$ cat config.mk
export PLATFORM = sky130hd
export DESIGN_NAME = adc_multi_scaler
export DESIGN_NICKNAME = d
export VERILOG_FILES = /design/src/rtl/adc_multi_scaler.sv
export SDC_FILE = /design/constraint.sdc
export NUM_CORES = 1
export LEC_CHECK = 0
export ABC_AREA = 1
export BUFFER_PORTS_ARGS = -buffer_cell sky130_fd_sc_hd__buf_2
export CAP_MARGIN = 15
export CORE_AREA = 2 2 220 222
export DETAILED_ROUTE_END_ITERATION = 12
export DIE_AREA = 0 0 222 224
export GPL_TIMING_DRIVEN = 0
export PLACE_DENSITY = 0.56
export SETUP_SLACK_MARGIN = 0.02
export SLEW_MARGIN = 20
export SYNTH_ARGS = -nofsm -noshare
export SYNTH_HDL_FRONTEND = slang
export SYNTH_SLANG_ARGS = --single-unit
export TNS_END_PERCENT = 30
$ cat constraint.sdc
create_clock -name clk -period 6.3 [get_ports clk]
set_input_delay 0.63 -clock clk [delete_from_list [all_inputs] [get_ports clk]]
set_output_delay 0.63 -clock clk [all_outputs]
set_load 0.005 [all_outputs]
$ cat src/rtl/adc_multi_scaler.sv
// Multi-channel block averager followed by a pipelined multiply/shift scaler
// with saturation. Samples arrive tagged with a channel index; results leave in completion order.
module adc_multi_scaler #(
    parameter int          NUM_CH  = 4,
    parameter int          DATA_W  = 16,
    parameter int          AVG_POW = 8,
    parameter int unsigned SCALE   = 79993,
    parameter int          SHIFT   = 19,
    parameter int          OUT_W   = 16,
    parameter int          CH_W    = (NUM_CH > 1) ? $clog2(NUM_CH) : 1
) (
    input  logic              clk,
    input  logic              reset,
    input  logic              s_valid,
    input  logic [CH_W-1:0]   s_ch,
    input  logic [DATA_W-1:0] s_data,
    input  logic              flush,
    output logic              out_valid,
    output logic [CH_W-1:0]   out_ch,
    output logic [DATA_W-1:0] out_avg,
    output logic [OUT_W-1:0]  out_scaled,
    output logic              out_sat,
    output logic              ch_err
);

    localparam int ACC_W  = DATA_W + AVG_POW;
    localparam int CNT_W  = (AVG_POW > 0) ? AVG_POW : 1;
    localparam int PROD_W = DATA_W + $clog2(SCALE) + 1;
    localparam logic [PROD_W-1:0] OUT_MAX = PROD_W'({OUT_W{1'b1}});

    logic in_range;
    logic take;
    assign in_range = ({1'b0, s_ch} < (CH_W + 1)'(NUM_CH));
    assign take     = s_valid && in_range;

    logic [ACC_W-1:0] acc_reg [NUM_CH];
    logic [CNT_W-1:0] cnt_reg [NUM_CH];
    logic [ACC_W-1:0] sum_w   [NUM_CH];
    logic             last_w  [NUM_CH];

    genvar gi;
    generate
        for (gi = 0; gi < NUM_CH; gi++) begin : g_ch
            logic             hit;
            logic [ACC_W-1:0] base_acc;
            logic [CNT_W-1:0] base_cnt;

            // A flush in the same cycle as a sample makes that sample the first of a fresh block.
            assign hit        = take && (s_ch == CH_W'(gi));
            assign base_acc   = flush ? '0 : acc_reg[gi];
            assign base_cnt   = flush ? '0 : cnt_reg[gi];
            assign sum_w[gi]  = base_acc + ACC_W'(s_data);
            assign last_w[gi] = (AVG_POW == 0) || (base_cnt == {CNT_W{1'b1}});

            always_ff @(posedge clk) begin
                if (reset) begin
                    acc_reg[gi] <= '0;
                    cnt_reg[gi] <= '0;
                end else if (hit) begin
                    if (last_w[gi]) begin
                        acc_reg[gi] <= '0;
                        cnt_reg[gi] <= '0;
                    end else begin
                        acc_reg[gi] <= sum_w[gi];
                        cnt_reg[gi] <= base_cnt + 1'b1;
                    end
                end else if (flush) begin
                    acc_reg[gi] <= '0;
                    cnt_reg[gi] <= '0;
                end
            end
        end
    endgenerate

    logic [ACC_W-1:0] sel_sum;
    logic             sel_last;

    always_comb begin
        sel_sum  = '0;
        sel_last = 1'b0;
        for (int i = 0; i < NUM_CH; i++) begin
            if (s_ch == CH_W'(i)) begin
                sel_sum  = sum_w[i];
                sel_last = last_w[i];
            end
        end
    end

    logic              v1_reg, v2_reg;
    logic [CH_W-1:0]   ch1_reg, ch2_reg;
    logic [DATA_W-1:0] avg1_reg, avg2_reg;
    logic [PROD_W-1:0] prod_reg;
    logic [PROD_W-1:0] q;

    assign q = prod_reg >> SHIFT;

    always_ff @(posedge clk) begin
        if (reset) begin
            v1_reg     <= 1'b0;
            v2_reg     <= 1'b0;
            ch1_reg    <= '0;
            ch2_reg    <= '0;
            avg1_reg   <= '0;
            avg2_reg   <= '0;
            prod_reg   <= '0;
            ch_err     <= 1'b0;
            out_valid  <= 1'b0;
            out_ch     <= '0;
            out_avg    <= '0;
            out_scaled <= '0;
            out_sat    <= 1'b0;
        end else begin
            ch_err <= s_valid && !in_range;
            v1_reg <= take && sel_last;
            if (take && sel_last) begin
                avg1_reg <= DATA_W'(sel_sum >> AVG_POW);
                ch1_reg  <= s_ch;
            end

            v2_reg   <= v1_reg;
            prod_reg <= PROD_W'(avg1_reg) * PROD_W'(SCALE);
            avg2_reg <= avg1_reg;
            ch2_reg  <= ch1_reg;

            // Output fields only move when a result is delivered, so they hold while idle.
            out_valid <= v2_reg;
            if (v2_reg) begin
                out_ch  <= ch2_reg;
                out_avg <= avg2_reg;
                if (q > OUT_MAX) begin
                    out_scaled <= '1;
                    out_sat    <= 1'b1;
                end else begin
                    out_scaled <= OUT_W'(q);
                    out_sat    <= 1'b0;
                end
            end
        end
    end

endmodule

==> Flow_metrics.wiki <==
{| class="wikitable"
! Metric !! Value
|-
| Run status || completed
|-
| Cell chosen for the clock root || clkbuf_16
|-
| Die Ht || 224 um
|-
| Commonest cells after routing, fill and taps aside || nand2_1 (516), inv_1 (489), nor2_1 (410), ha_1 (205), nand3_1 (151)
|-
| Via/cell ratio || 5.04
|-
| Final setup fails || 0
|-
| Post-Route WL || 57300 um
|-
| 1st-iter DRT viols || 1086
|-
| Number of I/O pins || 59
|-
| RSZ-0062 raised after global routing || false
|-
| Slowest stage delay, CP || 0.61 ns
|-
| Resized Gates After CTS || 0
|-
| Post-synthesis cell area || 18700 um^2
|-
| Type of destination of the critical path || register
|-
| Per-cell routed wire length || 17.4 um
|-
| Number of library cell types mapped by synthesis || 47
|-
| Peak ir drop on the vdd network || 0.195 mV
|-
| Placeable core area || 47300 um^2
|-
| Relative slew slack || 33.8%
|-
| Leakage power total || 0.0108 uW
|-
| Global-route wire length before repair || 90100 um
|-
| TritonCTS clock tree || yes
|-
| Startpoint class of the critical path || register
|-
| Area Overhead vs Synth || 10.9%
|-
| Post-CTS Setup Repair Bufs || 0
|-
| Min-Delay Startpoint || avg2_reg[8]
|-
| Required time of the critical path || 6.72 ns
|-
| Sum of overflow across all layers after global routing || 0
|-
| Hold Slack || 0.456 ns
|-
| Htree depth || 1
|-
| TritonCTS buffer count || 28
|-
| Placer Congestion || 1.01
|-
| Dominant synthesized flop cell || edfxtp_1
|-
| Number of global-route vias before repair || 16502
|-
| First-pass iteration count of the detailed router || 6
|-
| Cell-by-cell listing of the critical path || fa_1 -> ha_1 -> inv_1 -> fa_1 -> inv_1 -> fa_1 -> fa_1 -> inv_1 -> fa_1 -> inv_1 -> ha_1 -> a21oi_1 -> o21ai_0 -> a21oi_1 -> nand3_1 -> nand2_1 -> nand2_1 -> o21ai_0 -> a21oi_1
|-
| Number of antenna violations at the first check in global routing || 1
|-
| Highest achievable clock rate || 0.179 GHz
|-
| EDFF count, synth || 128
|-
| Vias after detailed routing || 16586
|-
| Fraction of layout cells with a size suffix above 1 || 5.72%
|-
| PD cells || 204 nW/um^2
|-
| Number of flip-flops in the largest register || 96
|-
| Worst-path clk slew || 0.06 ns
|-
| Number of antenna repair diodes || 0
|-
| Most used cell along the critical path || fa_1
|-
| Final HPWL from detailed placement || 45900 um
|-
| Worst r2r src || avg1_reg[11]
|-
| Post-place instance area || 19800 um^2
|-
| Most common cell after layout, fill and taps aside || nand2_1
|-
| Post-Syn Area per Cell || 7.28 um^2
|-
| Count of buffers inserted at the top-level ports || 53
|-
| CTS Hold Bufs || 0
|-
| Worst Tran Pin Value || 0.993 ns
|-
| Sink count of the clock tree || 213
|-
| Warnings from Yosys || 0
|-
| Share of synthesized flip-flops with an asynchronous set or reset || 0%
|-
| Overall die area || 49700 um^2
|-
| Initial Util || 39.4%
|-
| Fillers || 4911
|-
| Cell with the biggest individual delay on the critical path || dfxtp_1
|-
| Antenna Nets Post-Route || 0
|-
| Final sum of negative setup slack || 0 ns
|-
| Cell Count Post-Placement || 3240
|-
| Path type of the worst min-delay path || register to register
|-
| Final max-slew violation count || 0
|-
| Max Cap Violations || 0
|-
| Number of standard-cell rows in the floorplan || 80
|-
| Total non-filler cell area in the finished layout || 20700 um^2
|-
| Launch point of the critical path || avg1_reg[11]
|-
| Final core utilization || 43.7%
|-
| Final non-filler cell total || 3291
|-
| Final critical-path share of the clock period || 88.5%
|-
| Final clock skew || 0.0260 ns
|-
| DRC violation count after routing || 0
|-
| Maximum fanout along the worst path || 6
|-
| Floorplan die width || 222 um
|-
| Shortest period the worst path allows || 5.58 ns
|-
| Signal arrival time at the worst endpoint || 6.00 ns
|-
| Number of nets in the layout || 2958
|-
| Maximum clock path buffer count || 3
|-
| Fin. Hold Viols || 0
|-
| Sequential area share after synthesis || 29.7%
|-
| Crit Path Class || register to register
|-
| Number of register bits inferred by synthesis || 213
|-
| Overall fraction of global-route tracks in use || 23.3%
|-
| Clock network latency to the later pin of the worst-skew pair || 0.57 ns
|-
| Post-synthesis cell count || 2565
|-
| Maximum number of pins on one net before global-route repair || 22
|}
-- synth_stat cells, types with 2 or more instances --
| cell | count | area share (%) |
|---|---|---|
| nand2_1 | 518 | 10 |
| and2_1 | 3 | 0.10 |
| nand2_2 | 5 | 0.17 |
| xor2_1 | 39 | 1.8 |
| nor2_1 | 410 | 8.2 |
| and3_1 | 2 | 0.067 |
| o21ai_1 | 2 | 0.054 |
| nand4_1 | 34 | 1.1 |
| buf_6 | 3 | 0.18 |
| nor2_4 | 6 | 0.36 |
| xnor2_1 | 6 | 0.28 |
| o211ai_1 | 3 | 0.12 |
| nand3_1 | 151 | 4.0 |
| edfxtp_1 | 128 | 21 |
| o21ai_0 | 105 | 2.8 |
| inv_2 | 4 | 0.080 |
| o22ai_1 | 2 | 0.067 |
| a21boi_0 | 3 | 0.12 |
| or2_2 | 14 | 0.47 |
| a21oi_2 | 2 | 0.094 |
| inv_1 | 489 | 9.8 |
| nor3_1 | 20 | 0.54 |
| o21a_1 | 11 | 0.44 |
| nor2_2 | 5 | 0.17 |
| nor4_1 | 4 | 0.13 |
| buf_4 | 4 | 0.16 |
| dfxtp_1 | 85 | 9.1 |
| o221ai_1 | 2 | 0.094 |
| nand3b_1 | 2 | 0.080 |
| buf_2 | 8 | 0.21 |
| a211oi_1 | 2 | 0.080 |
| a21o_1 | 11 | 0.44 |
| o21bai_1 | 9 | 0.36 |
| a21oi_1 | 148 | 4.0 |
| buf_1 | 3 | 0.060 |
| fa_1 | 76 | 8.2 |
| clkbuf_1 | 32 | 0.64 |
| ha_1 | 205 | 14 |
-- worst max-delay path, delay by kind of cell, from the launching register on --
family | cells | cell delay, ns
adders and majority gates | 7 | 3.27
DFF | 1 | 0.61
buffers and inverters | 4 | 0.19
and+or+nand+nor | 3 | 0.43
AOI/OAI and AO/OA | 5 | 0.94
-- through the flow --
step,power [uW],setup WS (ns)
2_1_floorplan,2390,1.51
5_1_grt,4470,0.453
3_3_place_gp,2720,0.650
4_1_cts,4260,0.764
3_5_place_dp,2730,0.784
6_report,4220,0.722
-- report_power, final --
| group | internal [uW] | leakage (uW) | switching, uW |
|---|---|---|---|
| clock | 866 | 0.000415 | 641 |
| sequential | 1550 | 0.00213 | 45.7 |
| combinational | 373 | 0.00828 | 741 |
-- routing by layer --
metal  vias to the layer above  track usage, %  wire length, um
li1                       8324               -                -
met1                      7726            29.2            24700
met2                       425            40.7            27000
met3                       109            2.74             2860
met4                         2            9.57             2770
met5                         -               0               13
-- cell type report --
type,instances,area [um^2],share of cell area [%]
multi-input cells,1812,11100,53.5
flip-flops and latches,213,5550,26.8
inverters,493,1850,8.94
clock buffers,40,788,3.81
well taps,615,769,3.72
repair buffers,57,375,1.81
plain buffers,50,235,1.14
clock inverters,11,55.1,0.266
-- logic make-up after synthesis --
group | count (synthesis) | synth area share [%]
adders and majority gates | 281 | 21.9
DFF | 213 | 29.7
xor gates and xnor gates | 45 | 2.11
other | 1 | 0.0201
and+or+nand+nor | 1177 | 26.2
AOI/OAI and AO/OA | 305 | 8.89
buffers and inverters | 543 | 11.2
-- path summary, 6_finish.rpt --
| check | to | slack, ns | cells past startpoint |
|---|---|---|---|
| max reg2reg | prod_reg[27] | 0.72 | 19 |
| max | prod_reg[27] | 0.72 | 19 |
| min | out_avg[8] | 0.46 | 2 |
| min reg2reg | out_avg[8] | 0.46 | 2 |
No activity file was read; power rests on OpenSTA's default activity.
